$ cat config.mk
export PLATFORM = sky130hd
export DESIGN_NAME = dct_quantizer
export DESIGN_NICKNAME = d
export VERILOG_FILES = /design/src/rtl/dctq_pkg.sv /design/src/rtl/dctq_qtable.sv /design/src/rtl/dct_quantizer.sv
export SDC_FILE = /design/constraint.sdc
export NUM_CORES = 1
export LEC_CHECK = 0
export ABC_AREA = 1
export BUFFER_PORTS_ARGS = -buffer_cell sky130_fd_sc_hd__buf_4
export CORE_AREA = 2 2 141 143
export CTS_BUF_LIST = sky130_fd_sc_hd__clkbuf_4 sky130_fd_sc_hd__clkbuf_8
export CTS_CLUSTER_SIZE = 16
export DETAILED_ROUTE_END_ITERATION = 12
export DIE_AREA = 0 0 143 145
export GPL_TIMING_DRIVEN = 0
export PLACE_DENSITY = 0.89
export SLEW_MARGIN = 20
export SYNTH_ARGS = -nofsm -noshare
export SYNTH_HDL_FRONTEND = slang
export SYNTH_HIERARCHICAL = 1
export SYNTH_SLANG_ARGS = --single-unit
export TNS_END_PERCENT = 50
$ cat constraint.sdc
create_clock -name clk -period 14.1 [get_ports clk]
set_input_delay 1.41 -clock clk [delete_from_list [all_inputs] [get_ports clk]]
set_output_delay 1.41 -clock clk [all_outputs]
set_load 0.01 [all_outputs]
$ cat src/rtl/dctq_pkg.sv
// Shared widths, default JPEG luminance reciprocal table and output saturation for dct_quantizer.
// DCTQ_TBL_LOAD_EN (see dctq_qtable) selects a loadable table instead of the constant ROM.
package dctq_pkg;

    localparam int DW     = 12;
    localparam int RW     = 16;
    localparam int RSHIFT = 15;
    localparam int QW     = 8;
    localparam int PW     = DW + RW + 1;
    localparam int QMAX   = 2 ** (QW - 1) - 1;

    typedef logic [5:0] idx_t;

    // round(32768 / Q) for the Annex K luminance table, row-major
    localparam logic [RW-1:0] QTBL_DEFAULT [64] = '{
        16'd2048, 16'd2979, 16'd3277, 16'd2048, 16'd1365, 16'd819,  16'd643,  16'd537,
        16'd2731, 16'd2731, 16'd2341, 16'd1725, 16'd1260, 16'd565,  16'd546,  16'd596,
        16'd2341, 16'd2521, 16'd2048, 16'd1365, 16'd819,  16'd575,  16'd475,  16'd585,
        16'd2341, 16'd1928, 16'd1489, 16'd1130, 16'd643,  16'd377,  16'd410,  16'd529,
        16'd1820, 16'd1489, 16'd886,  16'd585,  16'd482,  16'd301,  16'd318,  16'd426,
        16'd1365, 16'd936,  16'd596,  16'd512,  16'd405,  16'd315,  16'd290,  16'd356,
        16'd669,  16'd512,  16'd420,  16'd377,  16'd318,  16'd271,  16'd273,  16'd324,
        16'd455,  16'd356,  16'd345,  16'd334,  16'd293,  16'd328,  16'd318,  16'd331
    };

    // Clamp a rounded magnitude to QMAX and reapply the sign (symmetric range).
    function automatic logic [QW-1:0] sat_q(input logic neg, input logic [PW-1:0] mag);
        logic [QW-1:0] m;
        m = (mag > PW'(QMAX)) ? QW'(QMAX) : mag[QW-1:0];
        return neg ? -m : m;
    endfunction

endpackage

$ cat src/rtl/dctq_qtable.sv
// Reciprocal table with combinational read: constant ROM by default, or a 64-entry
// register file reset to the defaults when DCTQ_TBL_LOAD_EN is defined.
module dctq_qtable
    import dctq_pkg::*;
(
`ifdef DCTQ_TBL_LOAD_EN
    input  logic          clk,
    input  logic          rst_n,
    input  logic          tbl_we,
    input  logic [5:0]    tbl_addr,
    input  logic [RW-1:0] tbl_data,
`endif
    input  logic [5:0]    rd_addr,
    output logic [RW-1:0] rd_data
);

`ifdef DCTQ_TBL_LOAD_EN
    logic [RW-1:0] tbl [64];

    always_ff @(posedge clk or negedge rst_n) begin
        if (!rst_n) begin
            for (int unsigned i = 0; i < 64; i++) begin
                tbl[i] <= QTBL_DEFAULT[i];
            end
        end else if (tbl_we) begin
            tbl[tbl_addr] <= tbl_data;
        end
    end

    // Read sees the pre-write contents when address collides with a write this cycle
    assign rd_data = tbl[rd_addr];
`else
    assign rd_data = QTBL_DEFAULT[rd_addr];
`endif

endmodule

$ cat src/rtl/dct_quantizer.sv
// Three-stage DCT coefficient quantizer: reciprocal multiply, round half away from zero,
// symmetric saturation. DCTQ_TBL_LOAD_EN adds the tbl_* write port for the reciprocal table.
module dct_quantizer
    import dctq_pkg::*;
(
    input  logic          clk,
    input  logic          rst_n,
    input  logic          din_valid,
    input  logic          blk_start,
    input  logic [DW-1:0] dct_in,
    output logic          q_valid,
    output logic [QW-1:0] q_out,
    output logic [5:0]    q_idx,
    output logic          q_last
`ifdef DCTQ_TBL_LOAD_EN
    ,
    input  logic          tbl_we,
    input  logic [5:0]    tbl_addr,
    input  logic [RW-1:0] tbl_data
`endif
);

    localparam logic [PW-1:0] RND_HALF = PW'(1) << (RSHIFT - 1);

    idx_t          cnt;
    idx_t          idx_in;
    logic          s1_valid;
    logic [DW-1:0] s1_din;
    idx_t          s1_idx;
    logic [RW-1:0] recip;
    logic          s2_valid;
    idx_t          s2_idx;
    logic [PW-1:0] s2_p;

    logic signed [PW-1:0] din_ext;
    logic signed [PW-1:0] rcp_ext;
    logic signed [PW-1:0] prod;
    logic                 neg;
    logic [PW-1:0]        mag;
    logic [PW-1:0]        rnd;
    logic [QW-1:0]        q_sat;

    dctq_qtable u_qtable (
`ifdef DCTQ_TBL_LOAD_EN
        .clk      (clk),
        .rst_n    (rst_n),
        .tbl_we   (tbl_we),
        .tbl_addr (tbl_addr),
        .tbl_data (tbl_data),
`endif
        .rd_addr  (s1_idx),
        .rd_data  (recip)
    );

    always_comb begin
        idx_in = blk_start ? '0 : cnt;
    end

    always_ff @(posedge clk or negedge rst_n) begin
        if (!rst_n) begin
            cnt      <= '0;
            s1_valid <= 1'b0;
            s1_din   <= '0;
            s1_idx   <= '0;
        end else begin
            s1_valid <= din_valid;
            if (din_valid) begin
                cnt    <= idx_in + 6'd1;
                s1_din <= dct_in;
                s1_idx <= idx_in;
            end
        end
    end

    // Both operands extended to full product width so the 29-bit product is exact
    always_comb begin
        din_ext = {{(PW-DW){s1_din[DW-1]}}, s1_din};
        rcp_ext = {{(PW-RW){1'b0}}, recip};
        prod    = din_ext * rcp_ext;
    end

    always_ff @(posedge clk or negedge rst_n) begin
        if (!rst_n) begin
            s2_valid <= 1'b0;
            s2_idx   <= '0;
            s2_p     <= '0;
        end else begin
            s2_valid <= s1_valid;
            if (s1_valid) begin
                s2_idx <= s1_idx;
                s2_p   <= prod;
            end
        end
    end

    always_comb begin
        neg   = s2_p[PW-1];
        mag   = neg ? -s2_p : s2_p;
        rnd   = (mag + RND_HALF) >> RSHIFT;
        q_sat = sat_q(neg, rnd);
    end

    always_ff @(posedge clk or negedge rst_n) begin
        if (!rst_n) begin
            q_valid <= 1'b0;
            q_out   <= '0;
            q_idx   <= '0;
            q_last  <= 1'b0;
        end else begin
            q_valid <= s2_valid;
            q_last  <= s2_valid && (s2_idx == 6'd63);
            if (s2_valid) begin
                q_out <= q_sat;
                q_idx <= s2_idx;
            end
        end
    end

endmodule

### Yosys cells after proc, flatten, opt, wreduce, memory -nomap -nowiden

Memory sizes are Yosys's and may differ from the RTL's.
Index checks and enable logic that the tools add are counted.

* div/mod/pow operators: 0
* reduce and logical (&&, ||, !) cells: 1
* equal/unequal tests: 1
* bitwise operators: 1
* shift operators: 0
* $add $sub $neg: 4
* $mul: 1
* muxes and demuxes: 6
* $lt $le $gt $ge: 2

Operators with widths (number)
* 16-bit 2-to-1 mux: 2
* 29-bit by 15-bit adder with 29-bit output (second input constant): 1
* 12-bit by 17-bit multiplier with 29-bit output: 1
* 29-bit 2-to-1 mux: 1
* 29-bit negation: 1
* 8-bit 2-to-1 mux: 2
* 14-bit by 7-bit greater-than comparator with 1-bit output (second input constant): 1
* 8-bit negation: 1
* 7-bit greater-or-equal comparator (second input constant): 1
* 6-bit inverter with 7-bit output: 1
* 6-bit by 1-bit adder with 6-bit output (second input constant): 1
* 6-bit equality test (second input constant): 1
* 6-bit 2-to-1 mux: 1
* 1-bit logical AND: 1

* latch bits: 0
* word-level logic and storage cells: 28
* memory bits (writable): 0
* memories: 1
* bits in read-only memories: 1024
* output and inout bits: 16
* flip-flop bits (word level): 77

Memory list
* (no name shown): depth 64, width 16, read ports 1, clocked after Yosys merged registers in 0, wr ports 0, line dctq_qtable.sv:33 `assign rd_data = QTBL_DEFAULT[rd_addr];`

### Depth between registers and ports, before layout

* word-level depth: 7
* mapped depth: 36
* depth with buffers taken out: 35

### Cells and area by module

Netlist, hierarchy kept.

By module, submodules not included
* dct_quantizer: sequential area each 1926.8 um^2, cells each 1358, instances 1, area each 10358.7 um^2
* dctq_qtable: sequential area each 0.0 um^2, cells each 263, instances 1, area each 1285.0 um^2

### Worst setup path after synthesis

No wires, ideal clock.

* path kind: register to register
* start: reg s1_idx[0]
* end: reg s2_p[26]
* slack: 7.798 ns
* cell stages (with the launch flop): 33
* library setup time: 0.128 ns
* clock period less this slack: 6.302 ns
* arrival time: 6.174 ns
* cell sequence: dfrtp_1 > inv_1 > ha_1 > nor2_1 > nor2_2 > nand2_1 > nand2_1 > nand2_1 > nand2_1 > nor2_1 > clkbuf_1 > nand2_1 > fa_1 > fa_1 > fa_1 > inv_1 > fa_1 > inv_1 > fa_1 > inv_1 > ha_1 > nand2_1 > inv_1 > a21oi_1 > o21ai_1 > a21boi_1 > o21ai_1 > a21oi_1 > o21ai_1 > nand2_1 > nand3_1 > nand3_1 > o21ai_1

* cells in the longest elaborated chain, start to end: 5

Ends and longest elaborated chain
* start, declared: line dct_quantizer.sv:29 `idx_t s1_idx;`
* start signal, assigned: line dct_quantizer.sv:70 `s1_idx <= idx_in;`
* 6-bit inverter with 7-bit output (not written as such): line dctq_qtable.sv:33
* memory read 64 x 16 bit
* 16-bit 2-to-1 mux (not written as such) (2 in a row): line dctq_qtable.sv:33
* named net recip[4]: line dct_quantizer.sv:30 `logic [RW-1:0] recip;`
* 12-bit by 17-bit multiplier with 29-bit output: line dct_quantizer.sv:79 `prod = din_ext * rcp_ext;`
* end signal, assigned: line dct_quantizer.sv:91 `s2_p <= prod;`
* end, declared: line dct_quantizer.sv:33 `logic [PW-1:0] s2_p;`

The timed path passes the listed nets, and every way through them passes these cells. The select of a mux whose other input is x is not followed.
A chain may end at the register's enable or synchronous reset.

### Worst setup path in the final report

* start: reg s1_idx[1]
* end: reg s2_p[27]

The elaborated chain is that of the path after synthesis.

==> impl_metrics.csv <==
group,metric,value,unit
sta,rsz0062_at_grt,"no",
sta,relSlewSlack,34.4,%
placed_design,place_congestion,0.988,
floorplanning,die_x,143,um
floorplanning,dieArea,20700,um2
floorplanning,rows,51,
power_and_ir_drop,sw_frac_of_total,56.5,%
power_and_ir_drop,power_switching,1.80,mW
critical_path,startpoint_type,"flip-flop",
critical_path,r2r_slack,6.33,ns
finish,utilization,64.8,%
yosys,synth.most_common_cell,"nand2_1",
power_and_ir_drop,power.density,256,nW/um2
critical_path,worst_ep_arrival_time,8.08,ns
sta,period_minus_slack,7.77,ns
sta,worst_slew_pin_slew,0.985,ns
worst_hold_path,holdCritStartpoint,"s2_valid$_DFF_PN0_",
critical_path,r2r_end,"s2_p[27]$_DFFE_PN0P_",
worst_hold_path,min_path_cells,0,
routing,vias_per_cell,5.49,
sta,tns,0,ns
sta,setup_viol,0,
global_route,grt_use_total,31.7,%
yosys,avgSynthCellArea,7.18,um2
global_route,grt_pass1_wl,52400,um
critical_path,endpoint_kind,"flip-flop",
floorplanning,start_util,60.6,%
floorplanning,core_area,19200,um2
power_and_ir_drop,p_clk_share,6.4,%
worst_hold_path,holdPathEnd,"q_valid$_DFF_PN0_",
global_route,antenna_found_initial,0,
finish,syn2layout_area_growth,6.89,%
routing,ant_nets,0,
routing,routedWlPerCell,16.4,um
routing,route.detailed.drc,0,
yosys,synthArstFlopShare,100,%
critical_path,path_common_cell,"nand2_1",
finish,drive_gt1_share,7.90,%
clocking,clk_pin_slew,0.10,ns
floorplanning,die_y,145,um
routing,drt_iter0_drc,1095,
sta,hold_viol_final,0,
yosys,ys_seq_area_share,16.5,%
floorplanning,pin_count,32,
critical_path,path_class,"flip-flop to flip-flop",
global_route,grt_max_degree,78,
clocking,clk_latency,0.39,ns
routing,wl,31700,um
critical_path,cp_max_fo,10,
placed_design,io_buffers,31,
clocking,cts_hold_buf,0,
clocking,clkSinkCount,77,
yosys,ys.warnings.count,6,
clocking,cts_tree,"yes",
routing,wl_met2,15100,um
yosys,yosys-top-cells-count,"nand2_1, inv_1, fa_1",
clocking,htreeDepth,3,
clocking,ctsLongestPathBuffers,2,
critical_path,reg2reg_from,"s1_idx[1]$_DFFE_PN0P_",
routing,vias,10600,
routing,wl_met3,2730,um
critical_path,worst_ep_required_time,14.41,ns
power_and_ir_drop,total_power,3.19,mW
critical_path,reg2regPathDepth,31,
critical_path,crit_path_max_incr_delay,0.61,ns
power_and_ir_drop,seqPwrFrac,10.4,%
global_route,gr-total-overflow,0,
sta,maxClockFrequency,129,MHz
worst_hold_path,hp-class,"flip-flop to flip-flop",
clocking,cts_root_buffer,"clkbuf_8",
yosys,synth_largest_area_cell,"fa_1",
critical_path,cp_slowest_cell,"dfrtp_1",
routing,wl_met1,12300,um
clocking,postCtsSetupBuffers,0,
critical_path,path_buf_inv,6,
yosys,ys.flop_type,"dfrtp_1",
finish,nNetsFinal,1918,
global_route,grt_pass1_vias,10900,
power_and_ir_drop,p_comb_share,83.2,%
yosys,netlist_area,11600,um2
flow_run,drv_cap,0,
run_status,status,"completed",
routing,highest_layer,"met4",
sta,fin_crit_sh,55.1,%
critical_path,crit_family,"adder cells",
finish,n_antenna_cell,0,
sta,slew_viol_final,0,
yosys,synth_area_leaders,"fa_1, nand2_1, dfrtp_1",
yosys,synth_edf_count,0,
yosys,synth_cell_types,45,
placed_design,detailed_place_hpwl,25500,um
finish,fill_cells,1593,
clocking,ctsResizeCount,0,
routing,dr.pass1.iters,6,
sta,fin_skew,0.0306,ns
yosys,synth_top_area_share,24.2,%
yosys,ys_ff_latch,77,
yosys,synth_cells,1621,
power_and_ir_drop,leakagePower,7.00,nW
clocking,cts_buffers,9,
power_and_ir_drop,internal_power,1.39,mW
power_and_ir_drop,vdd_drop_max,0.000184,V
==> through the flow <==
| step | setup slack (ns) | hold slack, ns | cells | area, um2 |
|---|---|---|---|---|
| after global placement | 6.62 | 0.350 | 1920 | 12200 |
| after global routing | 5.86 | 0.381 | 1936 | 12400 |
| final | 6.33 | 0.374 | 1936 | 12400 |
| after detailed placement | 6.55 | 0.354 | 1920 | 12200 |
| after CTS | 6.47 | 0.374 | 1936 | 12400 |
| after floorplan | 7.80 | 0.349 | 1624 | 11700 |
==> power groups by stage <==
stage / combinational [mW] / clock, mW / sequential (mW)
final: 2.65 / 0.205 / 0.333
after global routing: 2.99 / 0.214 / 0.340
after CTS: 2.60 / 0.205 / 0.333
after detailed placement: 2.56 / 0 / 0.337
after global placement: 2.46 / 0 / 0.334
after floorplan: 1.92 / 0 / 0.327
==> how the worst max path moves through the flow <==
stage                           endpoint  cells past startpoint  slack, ns             startpoint
floorplan           s2_p[26]$_DFFE_PN0P_                     32       7.80  s1_idx[0]$_DFFE_PN0P_
global placement    s2_p[28]$_DFFE_PN0P_                     32       6.62  s1_idx[0]$_DFFE_PN0P_
CTS                 s2_p[26]$_DFFE_PN0P_                     33       6.47  s1_idx[1]$_DFFE_PN0P_
finish              s2_p[27]$_DFFE_PN0P_                     31       6.33  s1_idx[1]$_DFFE_PN0P_
global route        s2_p[27]$_DFFE_PN0P_                     32       5.86  s1_idx[0]$_DFFE_PN0P_
detailed placement  s2_p[28]$_DFFE_PN0P_                     32       6.55  s1_idx[0]$_DFFE_PN0P_
==> metal layers <==
metal	GRT usage (%)	vias up
met5	0	-
met4	15.4	0
met3	5.71	126
met2	52.7	518
met1	39.5	5043
li1	-	4938
==> layout make-up <==
cell class              instances  area, um2  area share, %
plain buffers                  73        340           2.73
clock buffers                   9        124          0.995
clock inverters                 7        103          0.824
inverters                     328       1240           9.93
multi-input cells            1146       8150           65.5
flip-flops and latches         77       1930           15.5
well taps                     265        332           2.66
repair buffers                 31        233           1.87
==> sequential cells by signal (all words and copies together) (netlist names) <==
register,cells
cnt,6
q_idx,6
q_last,1
q_out,8
q_valid,1
s1_din,12
s1_idx,6
s1_valid,1
s2_idx,6
s2_p,29
s2_valid,1
==> worst reg2reg max path: cells and delay by family, from the launching register on <==
kind                     cells  cell delay (ns)
XOR/XNOR                     1             0.14
buffers and inverters        6             1.02
adder cells (fa/ha/maj)      7             3.49
AND/OR/NAND/NOR             14             2.03
AO/OA/AOI/OAI                3             0.39
flip-flops                   1             0.61
==> placed cells by master (no fill, tap or decap), types with 6 or more instances in the layout <==
| master | synthesis | final |
|---|---|---|
| xor2_1 | 13 | 13 |
| inv_2 | 6 | 6 |
| nand3_2 | 7 | 7 |
| a21oi_1 | 29 | 29 |
| inv_1 | 320 | 320 |
| clkbuf_8 | 0 | 9 |
| nor2_1 | 66 | 66 |
| o21ai_1 | 10 | 10 |
| buf_2 | 11 | 11 |
| buf_4 | 7 | 38 |
| dfrtp_1 | 77 | 77 |
| nand3_1 | 118 | 118 |
| clkbuf_1 | 51 | 51 |
| ha_1 | 95 | 95 |
| nand2_2 | 16 | 16 |
| or2_2 | 10 | 10 |
| xnor2_1 | 12 | 12 |
| o211ai_1 | 10 | 10 |
| o21ai_0 | 43 | 43 |
| fa_1 | 141 | 141 |
| nor2_2 | 12 | 12 |
| nand2_1 | 521 | 521 |
| nor2_4 | 6 | 6 |
==> logic make-up after synthesis <==
kind of cell	count (synthesis)	synth area share [%]
AO/OA/AOI/OAI	104	5.03
XOR/XNOR	26	2.02
adder cells (fa/ha/maj)	236	34.5
buffers and inverters	401	13.5
flip-flops	77	16.5
other	1	0.0322
AND/OR/NAND/NOR	776	28.4
Power figures use the tool's default switching activity.
